## src/rtl/ptosda_arbiter.sv

```systemverilog
// Round-robin arbiter that shares one SDA/SCL serializer among NREQ nibble producers.
// Optional WAIT_DONE watchdog enabled by defining ARB_TIMEOUT_EN.
module ptosda_arbiter #(
    parameter int NREQ = 4,
    parameter int DW   = 4,
    parameter int TMO  = 255,
    localparam int OW  = $clog2(NREQ)
) (
    input  logic               sclk,
    input  logic               rst,
    input  logic [NREQ-1:0]    req,
    input  logic [NREQ*DW-1:0] req_data,
    output logic [NREQ-1:0]    gnt,
    output logic [DW-1:0]      tx_data,
    output logic               tx_valid,
    input  logic               tx_ready,
    input  logic               tx_done,
    output logic               busy,
    output logic [OW-1:0]      owner,
    output logic               tmo_err
);

    typedef enum logic [1:0] {
        IDLE      = 2'd0,
        SEND      = 2'd1,
        WAIT_DONE = 2'd2
    } state_t;

    state_t             r_state;
    logic [NREQ-1:0]    r_gnt;
    logic [DW-1:0]      r_tx_data;
    logic               r_tx_valid;
    logic               r_busy;
    logic [OW-1:0]      r_owner;
    logic [OW-1:0]      r_last_owner;
    logic               r_tmo_err;
    logic [OW-1:0]      w_win;
    logic [NREQ-1:0]    w_win_onehot;

    // First set request bit scanning upward from (last+1), wrapping; the
    // downward loop leaves the nearest candidate as the final assignment.
    function automatic logic [OW-1:0] rr_pick(input logic [NREQ-1:0] r,
                                              input logic [OW-1:0]   last);
        logic [OW-1:0] idx;
        logic [OW-1:0] win;
        win = {OW{1'b0}};
        for (int k = NREQ; k >= 1; k--) begin
            idx = last + OW'(k);
            if (r[idx]) begin
                win = idx;
            end
        end
        return win;
    endfunction

    // Combinational winner selection for the next grant.
    always_comb begin
        w_win        = rr_pick(req, r_last_owner);
        w_win_onehot = {{(NREQ-1){1'b0}}, 1'b1} << w_win;
    end

`ifdef ARB_TIMEOUT_EN
    localparam int CW = (TMO < 2) ? 1 : $clog2(TMO + 1);
    logic [CW-1:0] r_cnt;
`endif

    // Arbitration / handshake sequencer with registered outputs.
    always_ff @(posedge sclk or negedge rst) begin
        if (!rst) begin
            r_state      <= IDLE;
            r_gnt        <= {NREQ{1'b0}};
            r_tx_data    <= {DW{1'b0}};
            r_tx_valid   <= 1'b0;
            r_busy       <= 1'b0;
            r_owner      <= {OW{1'b0}};
            r_last_owner <= OW'(NREQ - 1);
            r_tmo_err    <= 1'b0;
`ifdef ARB_TIMEOUT_EN
            r_cnt        <= {CW{1'b0}};
`endif
        end else begin
            r_gnt     <= {NREQ{1'b0}};
            r_tmo_err <= 1'b0;
            case (r_state)
                IDLE: begin
                    if (|req) begin
                        r_gnt      <= w_win_onehot;
                        r_tx_data  <= req_data[w_win*DW +: DW];
                        r_owner    <= w_win;
                        r_tx_valid <= 1'b1;
                        r_busy     <= 1'b1;
                        r_state    <= SEND;
                    end
                end
                SEND: begin
                    // tx_done is deliberately ignored here, even on the accept edge.
                    if (r_tx_valid && tx_ready) begin
                        r_tx_valid <= 1'b0;
                        r_state    <= WAIT_DONE;
`ifdef ARB_TIMEOUT_EN
                        r_cnt      <= {CW{1'b0}};
`endif
                    end
                end
                WAIT_DONE: begin
                    if (tx_done) begin
                        r_last_owner <= r_owner;
                        r_busy       <= 1'b0;
                        r_state      <= IDLE;
                    end
`ifdef ARB_TIMEOUT_EN
                    else if (r_cnt == CW'(TMO - 1)) begin
                        r_tmo_err    <= 1'b1;
                        r_last_owner <= r_owner;
                        r_busy       <= 1'b0;
                        r_state      <= IDLE;
                    end else begin
                        r_cnt <= r_cnt + {{(CW-1){1'b0}}, 1'b1};
                    end
`endif
                end
                default: begin
                    r_state    <= IDLE;
                    r_tx_valid <= 1'b0;
                    r_busy     <= 1'b0;
                end
            endcase
        end
    end

    assign gnt      = r_gnt;
    assign tx_data  = r_tx_data;
    assign tx_valid = r_tx_valid;
    assign busy     = r_busy;
    assign owner    = r_owner;
    assign tmo_err  = r_tmo_err;

endmodule

```

## config.mk

```make
export PLATFORM = sky130hd
export DESIGN_NAME = ptosda_arbiter
export DESIGN_NICKNAME = d
export VERILOG_FILES = /design/src/rtl/ptosda_arbiter.sv
export SDC_FILE = /design/constraint.sdc
export NUM_CORES = 1
export LEC_CHECK = 0
export CAP_MARGIN = 20
export CORE_MARGIN = 2
export CORE_UTILIZATION = 42
export DETAILED_ROUTE_END_ITERATION = 16
export PLACE_DENSITY = 0.78
export SYNTH_ARGS = -nofsm -noshare
export SYNTH_HDL_FRONTEND = slang
export SYNTH_SLANG_ARGS = --single-unit
```

## constraint.sdc

```tcl
create_clock -name sclk -period 2.2 [get_ports sclk]
set_input_delay 0.44 -clock sclk [delete_from_list [all_inputs] [get_ports sclk]]
set_output_delay 0.44 -clock sclk [all_outputs]
set_load 0.01 [all_outputs]
```

* After elaboration in Yosys (flattened, before gate mapping) *
Index checks and enable logic that the tools add are counted.

storage, ports and cells
  flip-flop bits (word level) = 16
  input port bits = 24
  word-level logic and storage cells = 54
  output and inout bits = 13

operators by class
  bitwise logic cells = 2
  add/subtract/negate cells = 3
  order comparisons = 4
  mux-type cells = 23
  reductions and logical operators = 8
  equality and inequality tests = 5
  shifts and indexed selects = 2

operators with widths
  kind                   count
  $shiftx A16 B5 Y4      1
  $mux W2                7
  $lt A2 B3 Y1 const B   4
  $reduce_and A3 Y1      3
  $bmux W1 S2            4
  $mux W4                2
  $mux W1                7
  $ne A2 B2 Y1 const B   3
  $pmux W1 S3            2
  $pmux W2 S3            1
  $add A2 B2 Y2 const B  2
  $reduce_and A2 Y1      2
  $reduce_or A4 Y1       1
  $shl A1 B2 Y4 const A  1
  $add A2 B1 Y2 const B  1
  $eq A2 B1 Y1 const B   1
  $eq A2 B2 Y1 const B   1
  $logic_not A2 Y1       1
  $not A1 Y1             2
  $logic_and A1 B1 Y1    1

* Logic depth before layout (Yosys ltp) *
  depth in word-level cells = 9
  gate-level depth with buffers = 7
  mapped depth without buffers = 5

* Least setup slack after synthesis *
No wires, ideal clock.

  path type = input -> register
  from = input port req[2]
  to = register r_tx_data[0], in the netlist tx_data[0]
  buffers on the path = 2
  setup time = 0.133 ns
  stages on the path = 7
  required time = 2.067 ns
  arrival = 1.502 ns
  setup slack = 0.565 ns
  cell sequence = nand2b_1 -> a21o_2 -> and3_1 -> buf_6 -> buf_12 -> a211oi_2 -> a211oi_2

between the ends
  word-level cells in the longest chain between the ends = 7
  elaborated cells between the ends (all ways) = 15
  classes of those cells = shift (1); mux (12); reduce/logical (2)

RTL lines
  item                           line  source
  from (decl)                    11    input logic [NREQ-1:0] req,
  $bmux W1 S2                    49    if (r[idx]) begin
  $mux W1 (implied by the code)  49
  $mux W2 (4 in a row)           49
  $shiftx A16 B5 Y4              88    r_tx_data <= req_data[w_win*DW +: DW];
  to (signal assigned)           72    r_tx_data <= {DW{1'b0}};
  to (signal assigned)           88
  to (decl)                      31    logic [DW-1:0] r_tx_data;

Parallel ways exist; a longest one is shown, timed or not. The select of a mux whose other input is x is not followed.
A chain may end at the register's enable or synchronous reset.

* Worst setup path in the final report *
  from = input port req[3]
  to = register r_tx_data[2], in the netlist tx_data[2]

The elaborated chain is that of the path after synthesis.

==> flow_summary.ini <==
[critical_path]
critPathMaxFanout = 13
worst-r2r-setup-slack_ns = 0.25
arrival_ns = 2.23
rr_worst_depth = 5
crit_type = in2reg
crit_path_end = tx_data[2]$_DFFE_PN0P_
worstSetupStartpoint = req[3]
end_kind = register
startpoint_type = input port
rr_endpoint = tx_data[2]$_DFFE_PN0P_
required_ns = 2.38
rr_startpoint = r_last_owner[0]$_DFFE_PN1P_

[grt]
grt_use_total_pct = 17.15
grt_max_degree = 17
grt_pass1_vias = 766
grt_pass1_wl_um = 3187
grt_overflow = 0
grt_antenna_before_repair = 0

[clock_network]
cts_num_sinks = 16
clkTransAtPathRegs_ns = 0.09
cts_setup_buffers = 0
ctsLongestPathBuffers = 2
cts-resized-gates = 0
cts_buffers = 3
ctsHtreeMaxLevel = 1
cts_tree = built
clock_tree.root_cell = clkbuf_4
postCtsHoldBufs = 0
clk_latency_ns = 0.28

[floorplanning]
die_y_um = 50.22
fp.dieArea_um2 = 2522
die_w_um = 50.22
fp.coreArea_um2 = 1982
row_count = 16
io_pins = 37
initial_core_util_pct = 45.27

[drt]
drc = 0
drt-total-wl_um = 1930
drtIter0Drc = 14
vias = 781
via_per_inst = 4.912
ant_nets = 0
detail_route.wl_per_cell_um = 12.14
first_pass_iters = 4

[sta]
setup_ws_ns = 0.1516
fin_worst_skew_ns = 0.001195
drv_slew = 0
fmaxAchievable_mhz = 488.2
grt_setup_unrepaired = false
setup_viol = 0
min_period_over_period_pct = 93.11
hold_viol = 0
finalCriticalPeriod_ns = 2.048
tightestPinTransition_ns = 0.6741
maxSlewHeadroom_pct = 54.92

[placement]
port_buffers = 35
place_hpwl_um = 1580
globalplace.congestion = 0.7894
place_ws_ns = -0.1501
placed_area_um2 = 1303
dp.cells = 155

[logic_synthesis]
muxShareOfSynthArea_pct = 5.718
synth-edff-count = 0
synth-compound-area-share_pct = 22.45
synth.most_common_cell = dfrtp_1
synth_xor_area_share_pct = 0
synth.top_cell.area_share_pct = 39.05
synth_common_cells = dfrtp_1, nor2_1, inv_1
ys_warn_count = 0
synth_top_family_by_area = compound AO/OA/AOI/OAI gates
syn_inst = 88
postSynthAreaPerCell_um2 = 10.19
syn_nets = 112
ys_ff_latch = 16
synthAdderAreaFrac_pct = 0
synth_area_leaders = dfrtp_1, a211oi_2, dfstp_2, nor2_1, mux2i_1
synth_top_area_cell = dfrtp_1
synth_ff_type = dfrtp_1
synth_seq_area_share_pct = 44.91
synth-simple-area-share_pct = 18.83
synth_cell_types = 34
netlist_area_um2 = 897.1
async_flop_share_pct = 100.0

[finish]
fin_area_um2 = 1339
syn_to_final_growth_pct = 49.23
post-route-util_pct = 67.55
num_antenna_cells = 0
num-nets-final = 157
layout.cells.non_filler = 159
drive_gt1_share_pct = 20.45

[pwr]
clkPwrFrac_pct = 13.2
p_sw_share_pct = 35.97
p_leak_nw = 0.5594
switching_power_uw = 515.1
pwr-share-seq_pct = 37.8
p_int_uw = 916.8
comb_power_share_pct = 49.0
finalPower_mw = 1.432
max-vdd-ir-drop_uv = 534.7
powerDensity_nw_per_um2 = 1070

[flow_run]
drv_cap = 0

[outcome]
status = completed

[hold_path]
min_path_type = reg2reg
placed cells by master (no fill, tap or decap), drive strengths merged, types with 2 or more instances in the layout:
cell and n:
mux2i 4, nand2 3, buf 8, inv 8, dfstp 2, clkdlybuf4s50 35, a31oi 4, a211oi 8
nor2b 3, nor2 12, a21oi 2, o21ai 7, nand2b 3, dfrtp 14, nand3 2, clkbuf 4
critical path: stages:
cell,delay [ns]
clkdlybuf4s50_1,0.46
nor2b_4,0.17
o21ai_4,0.13
and3_1,0.57
mux2i_1,0.17
a211oi_1,0.29
through the flow:
| stage | hold WS, ns | TNS (ns) |
|---|---|---|
| floorplan | 0.1444 | 0 |
| global placement | 0.4893 | -0.1090 |
| detailed placement | 0.5250 | -0.4736 |
| CTS | 0.5405 | 0 |
| global route | 0.5727 | 0 |
| finish | 0.5387 | 0 |
worst min-delay path by stage:
stage                                startpoint                           to  slack, ns  depth (start not counted)
floorplan                                   rst             busy$_DFFE_PN0P_       0.14                          0
global placement               busy$_DFFE_PN0P_             busy$_DFFE_PN0P_       0.49                          2
detailed placement         owner[1]$_DFFE_PN0P_  r_last_owner[1]$_DFFE_PN1P_       0.52                          2
CTS                        owner[1]$_DFFE_PN0P_  r_last_owner[1]$_DFFE_PN1P_       0.54                          2
global route        r_last_owner[1]$_DFFE_PN1P_  r_last_owner[1]$_DFFE_PN1P_       0.57                          2
finish                     owner[1]$_DFFE_PN0P_  r_last_owner[1]$_DFFE_PN1P_       0.54                          2
power groups by stage:
stage	Combinational (mW)	Sequential, mW	Clock (mW)
floorplan	0.397	0.565	0
global placement	0.691	0.537	0
detailed placement	0.707	0.547	0
CTS	0.710	0.541	0.195
global route	0.771	0.563	0.214
finish	0.702	0.541	0.189
routing by layer:
layer / up-vias / GRT usage (%) / part of all wire, % / wire length, um
met2: 22 / 30.04 / 53 / 1017
met3: 4 / 1.786 / 3.7 / 71
li1: 395 / - / - / -
met5: - / 0 / 0 / 0
met4: 0 / 11.11 / 2.2 / 43
met1: 360 / 19.66 / 41 / 798
flip-flops by register name, summed over array words and instances (netlist names):
name and count:
tx_data 4, gnt 4, r_last_owner 2, owner 2, tx_valid 1, r_state 2
busy 1
layout make-up:
cell class / count / area, um2
well taps: 27 / 33.78
flip-flops and latches: 16 / 402.9
repair buffers: 43 / 410.4
fillers: 154 / 643.1
multi-input cells: 61 / 425.4
clock buffers: 4 / 36.28
inverters: 8 / 30.03
kinds of logic after synthesis:
| logic type | after synthesis |
|---|---|
| and+or+nand+nor | 30 |
| AOI/OAI and AO/OA | 25 |
| DFF | 16 |
| buffers and inverters | 11 |
| muxes | 5 |
| other | 1 |
(Power assumes the default switching activity.)
